<file path="src/rtl/regfile_wb_arbiter.sv">
// rtl/regfile_wb_arbiter.sv - register file write-port controller with post-reset clear and round-robin write-back arbitration
module regfile_wb_arbiter #(
    parameter int XLEN = 32,
    parameter int NREG = 32,
    parameter int AW   = $clog2(NREG)
) (
    input  logic            clk,
    input  logic            rst,
    input  logic            req0_valid,
    input  logic [AW-1:0]   req0_addr,
    input  logic [XLEN-1:0] req0_data,
    output logic            req0_ready,
    input  logic            req1_valid,
    input  logic [AW-1:0]   req1_addr,
    input  logic [XLEN-1:0] req1_data,
    output logic            req1_ready,
    output logic            WE3,
    output logic [AW-1:0]   A3,
    output logic [XLEN-1:0] WD3,
    output logic            init_done,
    output logic            conflict
);

    typedef enum logic {
        S_CLEAR,
        S_RUN
    } state_t;

    state_t          state_q, state_d;
    logic [AW-1:0]   clr_cnt_q, clr_cnt_d;
    logic            last_q, last_d;
    logic            we3_q, we3_d;
    logic [AW-1:0]   a3_q, a3_d;
    logic [XLEN-1:0] wd3_q, wd3_d;
    logic            conflict_q, conflict_d;
    logic            run;
    logic            grant0;
    logic            grant1;

    // last_q = 1 means requester 1 was granted most recently, so requester 0 wins a tie
    always_comb begin
        run    = (state_q == S_RUN);
        grant0 = run && req0_valid && (!req1_valid || last_q);
        grant1 = run && req1_valid && (!req0_valid || !last_q);

        state_d    = state_q;
        clr_cnt_d  = clr_cnt_q;
        last_d     = last_q;
        we3_d      = 1'b0;
        a3_d       = a3_q;
        wd3_d      = wd3_q;
        conflict_d = run && req0_valid && req1_valid;

        if (!run) begin
            we3_d     = 1'b1;
            a3_d      = clr_cnt_q;
            wd3_d     = '0;
            clr_cnt_d = clr_cnt_q + AW'(1);
            if (clr_cnt_q == AW'(NREG - 1)) begin
                state_d = S_RUN;
            end
        end else if (grant0) begin
            we3_d  = (req0_addr != '0);
            a3_d   = req0_addr;
            wd3_d  = req0_data;
            last_d = 1'b0;
        end else if (grant1) begin
            we3_d  = (req1_addr != '0);
            a3_d   = req1_addr;
            wd3_d  = req1_data;
            last_d = 1'b1;
        end
    end

    always_ff @(posedge clk or negedge rst) begin
        if (!rst) begin
            state_q    <= S_CLEAR;
            clr_cnt_q  <= '0;
            last_q     <= 1'b1;
            we3_q      <= 1'b0;
            a3_q       <= '0;
            wd3_q      <= '0;
            conflict_q <= 1'b0;
        end else begin
            state_q    <= state_d;
            clr_cnt_q  <= clr_cnt_d;
            last_q     <= last_d;
            we3_q      <= we3_d;
            a3_q       <= a3_d;
            wd3_q      <= wd3_d;
            conflict_q <= conflict_d;
        end
    end

    assign req0_ready = grant0;
    assign req1_ready = grant1;
    assign WE3        = we3_q;
    assign A3         = a3_q;
    assign WD3        = wd3_q;
    assign init_done  = run;
    assign conflict   = conflict_q;

endmodule
</file>
<file path="config.mk">
export PLATFORM = sky130hd
export DESIGN_NAME = regfile_wb_arbiter
export DESIGN_NICKNAME = d
export VERILOG_FILES = /design/src/rtl/regfile_wb_arbiter.sv
export SDC_FILE = /design/constraint.sdc
export NUM_CORES = 1
export LEC_CHECK = 0
export BUFFER_PORTS_ARGS = -buffer_cell sky130_fd_sc_hd__buf_2
export CAP_MARGIN = 20
export CORE_MARGIN = 3
export CORE_UTILIZATION = 49
export CTS_BUF_LIST = sky130_fd_sc_hd__clkbuf_8
export DETAILED_ROUTE_END_ITERATION = 7
export PLACE_DENSITY = 0.85
export RECOVER_POWER = 50
export SYNTH_ARGS = -nofsm -noshare
export SYNTH_HDL_FRONTEND = slang
export SYNTH_SLANG_ARGS = --single-unit
</file>
<file path="constraint.sdc">
create_clock -name clk -period 3.6 [get_ports clk]
set_input_delay 0.72 -clock clk [delete_from_list [all_inputs] [get_ports clk]]
set_output_delay 0.72 -clock clk [all_outputs]
set_load 0.03 [all_outputs]
</file>
==> results.json <==
{
  "outcome": "complete, but fails checks",
  "violations": "capacitance limit, slew limit",
  "diodes": 0,
  "synth_area_leaders": "dfrtp_1 (53%), a221o_1 (17%), and2_1 (9.7%)",
  "ctsResizeCount": 0,
  "drt_iter0_drc": 122,
  "crit_chain": "and3_1 -> buf_4 -> buf_2",
  "fp.dieH_um": 71.9,
  "clk_root_buffer_cell": "clkbuf_8",
  "syn_nets": 252,
  "critPathRequiredTime_ps": 2880,
  "ys_types": 29,
  "place_inst": 329,
  "clock.fmax_mhz": 392,
  "netlist.area_leader.share_pct": 52.9,
  "final_layout_size_suffix_gt1_share_pct": 43.2,
  "io_buffers": 119,
  "crit_slowest_cell": "dfrtp_1",
  "layout.nets": 366,
  "start_util_pct": 52.1,
  "viasPerCell": 5.70,
  "firstDrtPassIters": 4,
  "cts_tree": "yes",
  "cts_buffer_depth": 2,
  "fin_crit_ps": 2550,
  "ant_nets": 0,
  "grt_pass1_wl_mm": 8.88,
  "hold_viol_final": 0,
  "ir_worst_vdd_mv": 0.252,
  "io_pins": 120,
  "synth_async_sr_flop_share_pct": 100,
  "vias": 1921,
  "grt_max_degree": 47,
  "layout_worst_path_cycle_share_pct": 70.9,
  "n_fill_cell": 331,
  "cts_max_level": 2,
  "cts_buffers": 5,
  "wirelength_mm": 5.73,
  "synth-edff-count": 0,
  "cts_hold_buf": 0,
  "path_class": "flop to primary output",
  "powerDensity_nw_per_um2": 452,
  "post_cts_buffers": 0,
  "antenna_found_initial": 0,
  "worst_slew_margin_rel_pct": -57.5,
  "setup_viol": 0,
  "drc": 0,
  "leakagePower_nw": 1.43,
  "clock-sinks": 46,
  "yosys_warnings": 0,
  "syn_area_per_cell_um2": 12.4,
  "yosysTopAreaCell": "dfrtp_1",
  "syn2layout_area_growth_pct": 31.0,
  "overflow": 0,
  "ys_ff_latch": 46,
  "ys_seq_area_share_pct": 54.1,
  "netlist_area_um2": 2130,
  "cap_violations": 1,
  "fp.coreArea_um2": 4090,
  "synth_flop_cell": "dfrtp_1",
  "drt-wirelength-per-cell_um": 17.0,
  "start_kind": "flop",
  "cp.arrival_ps": 1830,
  "gp_congestion": 0.858,
  "die_width_um": 71.9,
  "skew_ps": 5.30,
  "path_max_fanout": 33,
  "rows": 23,
  "syn_inst": 172,
  "die-area_um2": 5170,
  "grt_use_total_pct": 21.9,
  "fin_cells": 337,
  "tns_ps": 0,
  "grt_pass1_vias": 1875,
  "hp-class": "flop to flop",
  "maxSlewViolCount": 47,
  "rsz0062_at_grt": "false",
  "place_hpwl_mm": 4.25,
  "tightest_slew_ps": 2360,
  "clkTransAtPathRegs_ps": 80,
  "slowest_delay_ps": 700,
  "clock_latency_ps": 290,
  "cp-end-kind": "primary output"
}
[layer usage]
layer | routed length, um | global-route usage [%] | vias to the layer above
met5 | 0 | 0 | -
met4 | 78 | 7.72 | 0
met3 | 401 | 4.99 | 14
met2 | 2950 | 38.5 | 97
met1 | 2300 | 26.6 | 926
li1 | - | - | 884
[path summary, 6_finish.rpt]
check / startpoint / to / slack [ps] / depth (start not counted)
max in group asynchronous: rst / A3[0]$_DFFE_PN0P_ / 1120 / 1
hold reg to reg: clr_cnt_q[2]$_DFFE_PN0N_ / clr_cnt_q[2]$_DFFE_PN0N_ / 520 / 1
hold / removal: clr_cnt_q[2]$_DFFE_PN0N_ / clr_cnt_q[2]$_DFFE_PN0N_ / 520 / 1
min in group asynchronous: rst / WD3[11]$_DFFE_PN0P_ / 1140 / 1
setup reg to reg: init_done$_DFF_PN0_ / WD3[14]$_DFFE_PN0P_ / 1420 / 4
setup / recovery: init_done$_DFF_PN0_ / req1_ready / 1050 / 3
[cells in the final DEF, fill, tap and decap left out, types with 2 or more instances in the layout]
cell type,instances
a21oi_1,2
a221o_1,36
and2_1,33
and3_1,4
buf_2,108
buf_4,3
clkbuf_1,11
clkbuf_8,6
dfrtp_1,45
ha_1,2
inv_1,2
mux2_2,2
mux2i_1,3
nand2_1,2
nand3_1,2
nor2_1,4
nor2b_1,2
o21ai_1,2
o22a_1,3
or4_1,2
xnor2_1,3
[cell type report]
class	count	area, um^2	share of cell area (%)
clock inverters	2	8.76	0.314
repair buffers	122	604	21.7
multi-input cells	110	875	31.4
inverters	1	3.75	0.135
flip-flops and latches	46	1150	41.3
clock buffers	6	82.6	2.96
well taps	50	62.6	2.24
[cell usage after synthesis, drive strengths merged (2+ instances only)]
master  count
a21oi       2
a221o      36
and2       33
and3        4
buf        14
dfrtp      45
ha          2
mux2        2
mux2i       3
nand2       2
nand3       2
nor2        4
nor2b       2
o21ai       2
o22a        3
or4         2
xnor2       3
[power breakdown]
| group | switching, mW | internal [mW] | total, mW |
|---|---|---|---|
| clock network | 0.159 | 0.152 | 0.311 |
| logic | 0.222 | 0.129 | 0.351 |
| registers | 0.0276 | 0.572 | 0.600 |
[sequential cells by signal (all words and copies together), names as in the netlist]
signal and count:
WD3 32, A3 5, clr_cnt_q 5, WE3 1
conflict 1, init_done 1, last_q 1
[worst max-delay path, delay by kind of cell (launching register included)]
family / cells / cell delay (ps)
DFF: 1 / 700
buffers and inverters: 2 / 590
and+or+nand+nor: 1 / 240
[cell families after synthesis]
kind of cell | share of synthesized area [%]
compound gates | 21.0
buf+inv | 4.82
xor+xnor | 1.23
mux | 2.47
simple gates | 15.2
fa+ha+maj | 1.17
flops | 54.1
[metrics by stage]
stage                     hold WS (ps)  cell area [um^2]  total power [mW]  worst slack, ps  utilization [%]
after global routing               530              2790              1.33              651             68.2
after global placement             472              2710             0.957             1130             66.4
after CTS                          521              2800              1.28             1040             68.6
after detailed placement           506              2710             0.965             1110             66.4
final                              520              2790              1.26             1050             68.2
after floorplan                    424              2130             0.832             1470                -
Power figures use the tool's default switching activity.
